File: config.mk
export PLATFORM = sky130hd
export DESIGN_NAME = gate_width_meter
export DESIGN_NICKNAME = d
export VERILOG_FILES = /design/src/rtl/gate_width_meter.sv
export SDC_FILE = /design/constraint.sdc
export NUM_CORES = 1
export LEC_CHECK = 0
export BUFFER_PORTS_ARGS = -buffer_cell sky130_fd_sc_hd__buf_2
export CAP_MARGIN = 20
export CORE_ASPECT_RATIO = 1.75
export CORE_UTILIZATION = 40
export CTS_BUF_LIST = sky130_fd_sc_hd__clkbuf_8 sky130_fd_sc_hd__clkbuf_16
export DETAILED_ROUTE_END_ITERATION = 8
export GPL_TIMING_DRIVEN = 0
export MAX_ROUTING_LAYER = met4
export RECOVER_POWER = 100
export SETUP_SLACK_MARGIN = 0.2
export SYNTH_ARGS = -nofsm -noshare
export SYNTH_HDL_FRONTEND = slang
export SYNTH_SLANG_ARGS = --single-unit
File: constraint.sdc
create_clock -name clk_o -period 2.65 [get_ports clk_o]
set_input_delay 0.1325 -clock clk_o [delete_from_list [all_inputs] [get_ports clk_o]]
set_output_delay 0.1325 -clock clk_o [all_outputs]
set_load 0.005 [all_outputs]
File: src/rtl/gate_width_meter.sv
// Gate width meter: times each gate between pulse_up and pulse_dn strobes and hands
// (width, seq, sat) to downstream logic through a single-entry valid/ready register.
module gate_width_meter #(
   parameter int unsigned WIDTH_W = 16,
   parameter int unsigned SEQ_W   = 8
) (
   input  logic               clk_o,
   input  logic               resetn_i,
   input  logic               pulse_up,
   input  logic               pulse_dn,
   input  logic               clear_i,
   input  logic               ready_i,
   output logic               valid_o,
   output logic [WIDTH_W-1:0] width_o,
   output logic [SEQ_W-1:0]   seq_o,
   output logic               sat_o,
   output logic               overrun_o,
   output logic               proto_err_o
);

   localparam logic [0:0]         StIdle = 1'b0;
   localparam logic [0:0]         StOpen = 1'b1;
   localparam logic [WIDTH_W-1:0] CntMax = '1;

   logic [0:0]         state_q, state_d;
   logic [WIDTH_W-1:0] cnt_q, cnt_d;
   logic [SEQ_W-1:0]   seq_q, seq_d;
   logic               valid_q, valid_d;
   logic [WIDTH_W-1:0] width_q, width_d;
   logic [SEQ_W-1:0]   seq_out_q, seq_out_d;
   logic               sat_q, sat_d;
   logic               overrun_q, overrun_d;
   logic               proto_q, proto_d;

   logic [WIDTH_W:0]   cnt_inc;
   logic               done;

   // Extra MSB of the increment doubles as the saturation indicator.
   assign cnt_inc = {1'b0, cnt_q} + {{WIDTH_W{1'b0}}, 1'b1};

   always_comb begin
      state_d   = state_q;
      cnt_d     = cnt_q;
      seq_d     = seq_q;
      valid_d   = valid_q;
      width_d   = width_q;
      seq_out_d = seq_out_q;
      sat_d     = sat_q;
      overrun_d = overrun_q;
      proto_d   = proto_q;
      done      = 1'b0;

      if (pulse_up && pulse_dn) begin
         proto_d = 1'b1;
      end else begin
         case (state_q)
            StIdle: begin
               if (pulse_up) begin
                  state_d = StOpen;
                  cnt_d   = '0;
               end else if (pulse_dn) begin
                  proto_d = 1'b1;
               end
            end
            default: begin
               if (pulse_dn) begin
                  state_d = StIdle;
                  done    = 1'b1;
               end else if (pulse_up) begin
                  cnt_d   = '0;
                  proto_d = 1'b1;
               end else if (cnt_q != CntMax) begin
                  cnt_d = cnt_inc[WIDTH_W-1:0];
               end
            end
         endcase
      end

      if (done) begin
         // Dropped results still consume a sequence number.
         seq_d = seq_q + {{(SEQ_W-1){1'b0}}, 1'b1};
         if (!valid_q || ready_i) begin
            valid_d   = 1'b1;
            width_d   = cnt_inc[WIDTH_W] ? CntMax : cnt_inc[WIDTH_W-1:0];
            sat_d     = cnt_inc[WIDTH_W];
            seq_out_d = seq_q;
         end else begin
            overrun_d = 1'b1;
         end
      end else if (valid_q && ready_i) begin
         valid_d = 1'b0;
      end

      if (clear_i) begin
         state_d   = StIdle;
         cnt_d     = '0;
         seq_d     = '0;
         valid_d   = 1'b0;
         width_d   = '0;
         seq_out_d = '0;
         sat_d     = 1'b0;
         overrun_d = 1'b0;
         proto_d   = 1'b0;
      end
   end

   always_ff @(posedge clk_o or negedge resetn_i) begin
      if (!resetn_i) begin
         state_q   <= StIdle;
         cnt_q     <= '0;
         seq_q     <= '0;
         valid_q   <= 1'b0;
         width_q   <= '0;
         seq_out_q <= '0;
         sat_q     <= 1'b0;
         overrun_q <= 1'b0;
         proto_q   <= 1'b0;
      end else begin
         state_q   <= state_d;
         cnt_q     <= cnt_d;
         seq_q     <= seq_d;
         valid_q   <= valid_d;
         width_q   <= width_d;
         seq_out_q <= seq_out_d;
         sat_q     <= sat_d;
         overrun_q <= overrun_d;
         proto_q   <= proto_d;
      end
   end

   assign valid_o     = valid_q;
   assign width_o     = width_q;
   assign seq_o       = seq_out_q;
   assign sat_o       = sat_q;
   assign overrun_o   = overrun_q;
   assign proto_err_o = proto_q;

endmodule
# Word level (Yosys, flattened, before mapping)
# Cells that the tools add are included.
[classes]
add_sub_neg = 2
n_eq_ne = 8
muxes = 41
reduce_logical = 15
[op_table]
columns = ["cell", "count"]
rows = [
  ["$mux W16", 11],
  ["$mux W8", 5],
  ["$mux W1", 25],
  ["$add A16 B1 Y17 const B", 1],
  ["$ne A16 B16 Y1 const B", 1],
  ["$add A8 B1 Y8 const B", 1],
  ["$ne A4 B3 Y1 const B", 2],
  ["$reduce_and A4 Y1", 2],
  ["$reduce_bool A4 Y1", 2],
  ["$reduce_and A2 Y1", 3],
  ["$reduce_bool A3 Y1", 2],
  ["$ne A2 B2 Y1 const B", 2],
  ["$ne A4 B1 Y1 const B", 1],
  ["$reduce_bool A2 Y1", 2],
  ["$ne A3 B2 Y1 const B", 1],
  ["$ne A3 B3 Y1 const B", 1],
  ["$logic_and A1 B1 Y1", 2],
  ["$logic_not A1 Y1", 1],
  ["$logic_or A1 B1 Y1", 1],
]
[word_totals]
input_bits = 6
word_cells = 75
output_inout_bits = 28
reg_bits = 53

# Depth between registers and ports, before layout
# Gate-level depths: netlist of run 1.
[depth]
depth_word = 7
mapped_depth = 7
mapped_depth_nobuf = 5

# Worst setup path before layout of run 1
# OpenSTA, ideal clock, no wires.
[synth_timing]
kind = "reg2reg"
from = "register cnt_q[0]"
to = "register cnt_q[13]"
required_ps = 2506
stages_incl_launch_ff = 7
setup_ps = 144
synth_period_minus_slack_ps = 1762
slack_ps = 888
arrival_ps = 1619
path_buffers = 1
cell_sequence = "dfrtp_1 ha_1 nand4b_1 or4_4 buf_2 a31oi_1 a31oi_1"
[synth_via]
elab_chain_len = 7
elab_cells_between_ends = 10
cone_classes = "add/sub (1); eq/ne (1); mux (6); reduce/logical (2)"
[synth_rtl]
columns = ["item", "line", "source"]
rows = [
  ["from (decl)", "26", "logic [WIDTH_W-1:0] cnt_q, cnt_d;"],
  ["from (signal assigned)", "120", "cnt_q <= cnt_d;"],
  ["$add A16 B1 Y17", "39", "assign cnt_inc = {1'b0, cnt_q} + {{WIDTH_W{1'b0}}, 1'b1};"],
  ["$mux W16", "72", "end else if (cnt_q != CntMax) begin"],
  ["$mux W16", "69", "end else if (pulse_up) begin"],
  ["$mux W16", "66", "if (pulse_dn) begin"],
  ["$mux W16", "56", "case (state_q)"],
  ["$mux W16", "53", "if (pulse_up && pulse_dn) begin"],
  ["$mux W16", "94", "if (clear_i) begin"],
]
# Parallel ways exist; a longest one is shown, timed or not. The select of a mux whose other input is x is not followed.
# A chain may end at the register's enable or synchronous reset.

# Worst setup path in the final report of run 1
[layout_timing]
from = "register state_q"
to = "register cnt_q[5]"
[layout_via]
elab_chain_len = 3
elab_cells_between_ends = 6
cone_classes = "eq/ne (1); mux (3); reduce/logical (2)"
[layout_rtl]
columns = ["item", "line", "source"]
rows = [
  ["from (decl)", "25", "logic [0:0] state_q, state_d;"],
  ["from (signal assigned)", "109", "state_q <= StIdle;"],
  ["from (signal assigned)", "119", "state_q <= state_d;"],
  ["$mux W16", "56", ""],
  ["$mux W16", "53", ""],
  ["$mux W16", "94", ""],
]
# Parallel ways exist; a longest one is shown, timed or not. The select of a mux whose other input is x is not followed.

==> out/results.tsv, run 1 <==
metric	value	unit
critical_path_arrival	2.48	ns
globalRouteTotalUtil	0.2133	
critical_path.startpoint_type	flip-flop	
power.density_cell_area	511.9	nW/um2
drt-pass1-iter-count	4	
synth.yosys.seq_area_share	0.4903	
die_area	7109	um2
post_synth_inst_count	267	
tns	0	ns
yosys_register_bits	53	
pwr-share-comb	0.052	
max-slew-margin-rel	0.3172	
grt_max_degree	36	
post_synth_instance_area	2705	um2
htreeDepth	2	
setup_violations	0	
p_leak	1.388	nW
dominantRegCellSynth	dfrtp_1	
die_x	64.17	um
syn_to_final_growth	15.31	%
clock-skew-final	0.005910	ns
clk_transition_reported_paths	0.07	ns
internal_power	1.217	mW
gp_routability_congestion	0.8566	
hold_path.class	primary input to flip-flop	
drc_errors	0	
grt_setup_unrepaired	no	
detail_route.iter0.violations	175	
clock.fmax	0.4414	GHz
post_synth_mux_area_share	0	
layout_nets	316	
critical_path_class	flip-flop to flip-flop	
power_switching_share	0.2377	
core	6539	um2
n_fill_cell	640	
pwr-share-seq	0.513	
clk-insertion-delay-late	0.30	ns
clock_path_buffers	2	
syn-mean-instance-area	10.13	um2
placement.cell_area	2988	um2
result_of_the_run	complete, no violations	
first_global_vias	2168	
tritoncts.num_buffers	5	
drt-vias-per-instance	5.627	
synth_fa_ha_area_frac	0.009251	
number_of_flops_mapped_to_enable_cells_by_yosys	0	
fin_crit_period	2.266	ns
maxCapViolCount	0	
synth_compound_gate_area_share	0.1846	
portBuffers	32	
grt_antenna_before_repair	0	
critPathCaptureType	flip-flop	
grt_pass1_wl	11.16	mm
finalHoldViolCount	0	
layout_cells_sized_above_1	0.1877	
post-cts-setup-buffers	0	
timing_max_transition_violations_final	0	
clock_sinks	53	
tritoncts	yes	
synth_xor_xnor_area_share	0.06475	
route.final.wire_length	6.777	mm
antenna-diode-count	0	
placementRows	39	
finish.instance_area	3119	um2
clock_power_share	0.434	
switchingPower	379.6	uW
clock_tree.root_cell	clkbuf_16	
grt.overflow.total	0	
initial_core_util	0.4137	
worstPathMaxFanout	10	
post-dp-hpwl	4.893	mm
synth_cell_types	48	
largest_family_of_logic_cells_by_synthesized_area	simple AND/OR/NAND/NOR gates	
wl_per_cell	17.33	um
detail_route_antenna_nets	0	
num_io_pins	34	
worstMarginPinSlew	1.024	ns
postSynthNetCount	275	
synthSimpleGateAreaFrac	0.2118	
worstPathRequired	2.87	ns
async_reset_ff_frac	1.000	
routed-via-count	2200	
vdd.ir_drop.worst	304.2	uV
yosys_warnings	0	
floorplan.die.height	110.8	um
period_share	0.8549	
[metal layers]
| layer | global-route usage | vias to the layer above | share of wire |
|---|---|---|---|
| li1 | - | 1049 | - |
| met1 | 0.2467 | 1087 | 0.41 |
| met2 | 0.3511 | 55 | 0.53 |
| met3 | 0.04218 | 9 | 0.036 |
| met4 | 0.09778 | 0 | 0.023 |
| met5 | - | - | 0 |
[synth_stat cells (all sizes together), types with 6 or more instances]
| cell type | n | share of area |
|---|---|---|
| nor3 | 7 | 0.013 |
| a31oi | 11 | 0.025 |
| clkbuf | 7 | 0.0097 |
| buf | 11 | 0.023 |
| a22o | 8 | 0.026 |
| nor2 | 16 | 0.023 |
| o211ai | 16 | 0.046 |
| nor4 | 6 | 0.026 |
| a21oi | 10 | 0.024 |
| xnor2 | 13 | 0.042 |
| nand3 | 14 | 0.026 |
| xor2 | 7 | 0.023 |
| nand2 | 33 | 0.046 |
| dfrtp | 53 | 0.49 |
| o21ai | 8 | 0.015 |
| nand4 | 7 | 0.027 |
[path summary, 6_finish.rpt]
kind	startpoint	to	slack [ns]	cells after the start
setup / recovery	state_q$_DFFE_PN0N_	cnt_q[5]$_DFFE_PN0P_	0.38	6
hold / removal	clear_i	cnt_q[3]$_DFFE_PN0P_	0.17	2
setup reg to reg	state_q$_DFFE_PN0N_	cnt_q[5]$_DFFE_PN0P_	0.38	6
hold reg to reg	sat_o$_DFFE_PN0P_	sat_o$_DFFE_PN0P_	0.48	2
max in group asynchronous	resetn_i	valid_o$_DFFE_PN0P_	0.66	3
min in group asynchronous	resetn_i	seq_o[5]$_DFFE_PN0P_	0.53	2
[registers in the layout, indices dropped and copies added (netlist names)]
| signal | count |
|---|---|
| cnt_q | 16 |
| state_q | 1 |
| overrun_o | 1 |
| width_o | 16 |
| valid_o | 1 |
| sat_o | 1 |
| seq_q | 8 |
| seq_o | 8 |
| proto_err_o | 1 |
[cells by family after synthesis]
kind of cell	count (synthesis)
adder cells (fa/ha/maj)	2
AO/OA/AOI/OAI	69
flip-flops	53
XOR/XNOR	20
buffers and inverters	23
AND/OR/NAND/NOR	100
[timing repair]
item                       4_1_cts  5_1_grt
gates resized for setup          0        1
hold endpoints to repair        18        0
hold buffers                     1        0
setup endpoints to repair        0       10
[power groups by stage]
stage | Clock [mW] | Combinational [mW] | Sequential (mW)
finish | 0.693 | 0.0838 | 0.820
global route | 0.740 | 0.0936 | 0.820
CTS | 0.707 | 0.0892 | 0.819
detailed placement | 0 | 0.0881 | 0.835
global placement | 0 | 0.0847 | 0.835
floorplan | 0 | 0.0455 | 0.834
[cells in the final DEF (no fill, tap or decap), types with 8 or more instances in the layout]
cell type and instances:
nand3_1 13, nor2_1 16, nand2_1 33, xnor2_1 13
a31oi_1 11, a22o_1 8, dfrtp_1 53, o211ai_1 15
buf_2 34, a21oi_1 9, clkbuf_1 15
[worst max-delay path: stages (launching register included)]
cell      delay (ns)
dfrtp_1         0.32
clkbuf_1        0.29
or3b_1          0.38
clkbuf_1        0.22
nor2_1          0.61
a41oi_1         0.19
a31oi_1         0.17
[cell type report]
| type | count | area [um2] | area share |
|---|---|---|---|
| Multi-Input combinational cell | 191 | 1262 | 0.4047 |
| Tap cell | 82 | 102.6 | 0.03289 |
| Inverter | 5 | 18.77 | 0.006017 |
| Sequential cell | 53 | 1326 | 0.4252 |
| Clock inverter | 2 | 17.52 | 0.005616 |
| Clock buffer | 6 | 138.9 | 0.04452 |
| Buffer | 18 | 85.08 | 0.02728 |
| Timing Repair Buffer | 34 | 167.7 | 0.05375 |
[stage by stage]
stage / hold slack (ns) / cells / total power [mW] / setup WS (ns) / utilization
6_report: 0.1743 / 391 / 1.597 / 0.3844 / 0.4770
5_1_grt: 0.1843 / 391 / 1.654 / 0.1485 / 0.4770
4_1_cts: 0.1794 / 391 / 1.616 / 0.2513 / 0.4824
3_5_place_dp: 0.1033 / 382 / 0.9236 / 0.2738 / 0.4569
3_3_place_gp: 0.4552 / 381 / 0.9200 / 0.2584 / 0.4539
2_1_floorplan: -0.1631 / 267 / 0.8798 / 0.8875 / -
Note: power is estimated with default switching activity, not from simulation.
==> run 2: changes to the inputs <==
==> constraint.sdc (replaced) <==
create_clock -name clk_o -period 2 [get_ports clk_o]
set_input_delay 0.1 -clock clk_o [delete_from_list [all_inputs] [get_ports clk_o]]
set_output_delay 0.1 -clock clk_o [all_outputs]
set_load 0.005 [all_outputs]
==> run 2 against run 1 <==
Die area is the same; sequential power grew 33%; clock power grew 34%; register-to-register slack lost 0.21 ns; critical endpoint is now cnt_q[1]$_DFFE_PN0P_; largest cell class is now multi-input gates.
==> out/results.tsv, run 2 (same netlist as run 1, synthesis figures left out) <==
metric	value	unit
first_global_vias	2286	
power_switching_share	0.2413	
n_fill_cell	610	
pwr-share-seq	0.507	
clock.fmax	0.5476	GHz
vdd.ir_drop.worst	404.7	uV
drt-pass1-iter-count	4	
fin_crit_period	1.826	ns
tritoncts.num_buffers	5	
worstPathMaxFanout	7	
clock-skew-final	0.005201	ns
postLayoutCoreUtil	0.5287	
critical_path.slowest_cell	or4_4	
core	6539	um2
critical_path_class	flip-flop to flip-flop	
layout_nets	344	
critical_path.startpoint_type	flip-flop	
clock_tree.root_cell	clkbuf_16	
clk_transition_reported_paths	0.07	ns
clock_sinks	53	
placementRows	39	
grt.overflow.total	0	
internal_power	1.625	mW
placedCellCount	382	
initial_core_util	0.4137	
drt-vias-per-instance	5.582	
worst_hold_slack_across_all_endpoints	0.1631	ns
maxCapViolCount	0	
switchingPower	517.0	uW
post-dp-hpwl	4.893	mm
layout_cells_sized_above_1	0.3027	
timing_max_transition_violations_final	0	
globalRouteTotalUtil	0.2210	
clk-insertion-delay-late	0.30	ns
clock_path_buffers	2	
routed-via-count	2339	
power.density_cell_area	619.7	nW/um2
worstPathRequired	2.17	ns
die_x	64.17	um
drc_errors	0	
grt_max_degree	36	
finalHoldViolCount	0	
grt_setup_unrepaired	yes	
design_power_total	2.143	mW
pwr-share-comb	0.060	
worstMarginPinSlew	1.093	ns
grt_pass1_wl	11.57	mm
critical_path_arrival	2.00	ns
num_io_pins	34	
portBuffers	32	
die_area	7109	um2
antenna-diode-count	0	
result_of_the_run	complete, no violations	
tritoncts	yes	
wl_per_cell	17.52	um
clock_power_share	0.433	
grt_antenna_before_repair	0	
detail_route.iter0.violations	196	
max-slew-margin-rel	0.2710	
cp_slowest_stage_delay	0.61	ns
period_share	0.9130	
cp_cell_sequence	buf_6 -> nand4_4 -> or4_4 -> a21oi_2 -> o21ai_1	
hold_path.class	primary input to flip-flop	
final_cell_mix	dfrtp_1, nand2_1, buf_2	
p_leak	1.574	nW
floorplan.die.height	110.8	um
layout_commonest_cell	dfrtp_1	
detail_route_antenna_nets	0	
gp_routability_congestion	0.8566	
htreeDepth	2	
layoutNonFillerInstCount	419	
setup_violations	0	
critPathCaptureType	flip-flop	
syn_to_final_growth	27.80	%
route.final.wire_length	7.341	mm
run 2: power groups by stage:
stage | Combinational, mW | Sequential, mW | Clock, mW
after global routing | 0.143 | 1.09 | 0.984
after detailed placement | 0.117 | 1.11 | 0
after CTS | 0.124 | 1.09 | 0.937
after floorplan | 0.0602 | 1.11 | 0
after global placement | 0.112 | 1.11 | 0
final | 0.129 | 1.09 | 0.928
run 2: worst paths after layout:
path,from,to,slack [ns],cells past startpoint
setup / recovery,cnt_q[8]$_DFFE_PN0P_,cnt_q[1]$_DFFE_PN0P_,0.17,5
hold / removal,clear_i,cnt_q[3]$_DFFE_PN0P_,0.16,2
setup reg to reg,cnt_q[8]$_DFFE_PN0P_,cnt_q[1]$_DFFE_PN0P_,0.17,5
hold reg to reg,sat_o$_DFFE_PN0P_,sat_o$_DFFE_PN0P_,0.48,2
max in group asynchronous,resetn_i,cnt_q[12]$_DFFE_PN0P_,0.70,3
min in group asynchronous,resetn_i,seq_o[5]$_DFFE_PN0P_,0.52,2
run 2: layout make-up:
class,instances,area (um2),share of cell area
buffer,18,130.1,0.03764
timing repair buffer,62,379.1,0.1097
multi-input combinational,191,1336,0.3865
tap,82,102.6,0.02968
sequential,53,1334,0.3858
inverter,5,18.77,0.005429
clock buffer,6,138.9,0.04017
clock inverter,2,17.52,0.005067
run 2: stage by stage:
step | setup WS [ns] | instance area, um2 | TNS, ns
CTS | 0.2024 | 3293 | 0
finish | 0.1740 | 3457 | 0
global placement | -0.3916 | 2968 | -4.309
floorplan | 0.2375 | 2705 | 0
detailed placement | -0.3762 | 2988 | -4.327
global route | 0.07970 | 3457 | 0
run 2: routing by layer:
metal	wire, um	vias up	track usage
li1	-	1111	-
met1	2823	1155	0.2453
met2	4022	54	0.3660
met3	259	19	0.04630
met4	235	0	0.1156
met5	0	-	-
run 2: what timing repair did:
item / 4_1_cts / 5_1_grt
gates resized for setup: 18 / 23
endpoints found under the hold margin: 18 / 0
setup endpoints to repair: 38 / 39
gates cloned: 0 / 0
setup buffers: 10 / 18
pin swaps: 7 / 6
hold buffers: 1 / 0
run 2: critical path: cells and delay by family, from the launching register on:
kind / cells / cell delay, ns
simple gates: 2 / 0.76
compound gates: 2 / 0.46
buf+inv: 1 / 0.13
flops: 1 / 0.34
==> run 3: changes to the inputs <==
--- a/config.mk
+++ b/config.mk
@@ -8,7 +8,7 @@
 export BUFFER_PORTS_ARGS = -buffer_cell sky130_fd_sc_hd__buf_2
 export CAP_MARGIN = 20
 export CORE_ASPECT_RATIO = 1.75
-export CORE_UTILIZATION = 40
+export CORE_UTILIZATION = 38
 export CTS_BUF_LIST = sky130_fd_sc_hd__clkbuf_8 sky130_fd_sc_hd__clkbuf_16
 export DETAILED_ROUTE_END_ITERATION = 8
 export GPL_TIMING_DRIVEN = 0
==> run 3 against run 2 <==
Wire length up 3.3%; non-clock buffer count down 12; flip-flop and latch count unchanged; core utilization down 3.3 points; first-iteration DRC count down 21%; sequential share of layout area up 0.51 points; critical path type unchanged; critical endpoint is now cnt_q[9]$_DFFE_PN0P_; largest cell class unchanged.
==> out/results.tsv, run 3 (same netlist as run 1, synthesis figures left out) <==
metric	value	unit
result_of_the_run	complete, no violations	
crit-reg2reg-capture	cnt_q[9]$_DFFE_PN0P_	
finish.instance_area	3402	um2
portBuffers	32	
period_share	0.9355	
cp_cell_sequence	nand4_1 -> or4_4 -> a21oi_4 -> o211ai_1	
critical_path_class	flip-flop to flip-flop	
clock_tree.root_cell	clkbuf_16	
pwr-share-seq	0.501	
clk-insertion-delay-late	0.30	ns
initial_core_util	0.3945	
first_global_vias	2356	
final_cell_mix	dfrtp_1, nand2_1, buf_2	
pre_cts_slack	-0.2691	ns
cp_slowest_stage_delay	0.63	ns
finalHoldViolCount	0	
clock.fmax	0.5345	GHz
drt-pass1-iter-count	4	
critical_path_arrival	2.05	ns
drc_errors	0	
timing.critical_path.buf_inv	0	
pwr-share-comb	0.063	
cpLargestDelayFamily	simple AND/OR/NAND/NOR gates	
worstPathMaxFanout	6	
p_leak	1.494	nW
multi_input_area	1373	um2
layout_cells_sized_above_1	0.2730	
grt.overflow.total	0	
grt_setup_unrepaired	yes	
vdd.ir_drop.worst	667.9	uV
drt-vias-per-instance	5.744	
critical_path.slowest_cell	or4_4	
tritoncts.num_buffers	5	
num_io_pins	34	
final_critical_path_setup_slack	0.1291	ns
grt_antenna_before_repair	0	
internal_power	1.627	mW
antenna-diode-count	0	
n_fill_cell	644	
die_area	7474	um2
power.density_cell_area	635.0	nW/um2
clock_power_share	0.436	
routed-via-count	2355	
layout_nets	333	
post-dp-hpwl	5.039	mm
placement.cell_area	2990	um2
detail_route.iter0.violations	155	
worstMarginPinSlew	1.334	ns
layout.area.seq	1330	um2
critical_path.startpoint_type	flip-flop	
die_x	65.78	um
critPathCaptureType	flip-flop	
capture_point_of_the_critical_path	cnt_q[9]$_DFFE_PN0P_	
power_switching_share	0.2467	
wl_per_cell	18.49	um
hold_path.class	primary input to flip-flop	
max-slew-margin-rel	0.1107	
gp_routability_congestion	0.8451	
fin_crit_period	1.871	ns
grt_pass1_wl	11.94	mm
switchingPower	532.9	uW
floorplan.die.height	113.6	um
maxCapViolCount	0	
layout_commonest_cell	dfrtp_1	
setup_violations	0	
clock_sinks	53	
route.final.wire_length	7.580	mm
tns	0	ns
levels_on_crit_path	4	
core	6857	um2
timing.reg2reg.worst_path_depth	4	
worst_hold_slack_across_all_endpoints	0.1736	ns
timing_max_transition_violations_final	0	
syn_to_final_growth	25.76	%
detail_route_antenna_nets	0	
htreeDepth	2	
globalRouteTotalUtil	0.2193	
clock-skew-final	0.006504	ns
rr_startpoint	cnt_q[13]$_DFFE_PN0P_	
placementRows	40	
clk_transition_reported_paths	0.07	ns
tritoncts	yes	
regToRegSetupSlack	0.13	ns
postLayoutCoreUtil	0.4962	
grt_max_degree	32	
crit_path_start	cnt_q[13]$_DFFE_PN0P_	
worstPathRequired	2.17	ns
clock_path_buffers	2	
==> run 3: layout make-up <==
cell class / instances / share of cell area
clock inverter: 2 / 0.005149
multi-input combinational: 192 / 0.4035
sequential: 53 / 0.3910
timing repair buffer: 50 / 0.09231
clock buffer: 6 / 0.04082
buffer: 18 / 0.03089
tap: 84 / 0.03089
inverter: 5 / 0.005517
==> run 3: worst min path at each step <==
stage	to	from	slack [ns]	cells after the start
after floorplan	cnt_q[0]$_DFFE_PN0P_	resetn_i	-0.20	0
after global placement	seq_q[6]$_DFFE_PN0P_	resetn_i	0.42	1
after detailed placement	seq_o[6]$_DFFE_PN0P_	resetn_i	0.12	1
after CTS	state_q$_DFFE_PN0N_	pulse_dn	0.17	4
after global routing	cnt_q[3]$_DFFE_PN0P_	clear_i	0.19	2
final	valid_o$_DFFE_PN0P_	clear_i	0.17	2
==> run 3: per-stage QoR <==
step	std cells	total power, mW
floorplan	267	1.166
global placement	383	1.217
detailed placement	384	1.223
CTS	403	2.167
global route	410	2.232
finish	410	2.160
==> run 3: timing repair <==
action,4_1_cts,5_1_grt
cloned,1,1
setup endpoints to repair,38,36
hold buffers,1,0
endpoints found under the hold margin,22,0
pin swaps,4,8
gates resized for setup,16,21
setup buffers,9,6
==> run 3: power by group through the flow <==
| stage | registers, mW | logic (mW) | clock network [mW] |
|---|---|---|---|
| after CTS | 1.08 | 0.134 | 0.950 |
| after global routing | 1.08 | 0.152 | 0.996 |
| after detailed placement | 1.11 | 0.116 | 0 |
| after global placement | 1.11 | 0.111 | 0 |
| after floorplan | 1.11 | 0.0602 | 0 |
| final | 1.08 | 0.136 | 0.941 |
==> run 3: per-layer routing <==
| layer | global-route usage | wire, um | up-vias |
|---|---|---|---|
| met4 | 0.1145 | 269 | 0 |
| met2 | 0.3741 | 4162 | 69 |
| li1 | - | - | 1083 |
| met3 | 0.03600 | 257 | 20 |
| met5 | - | 0 | - |
| met1 | 0.2373 | 2891 | 1183 |
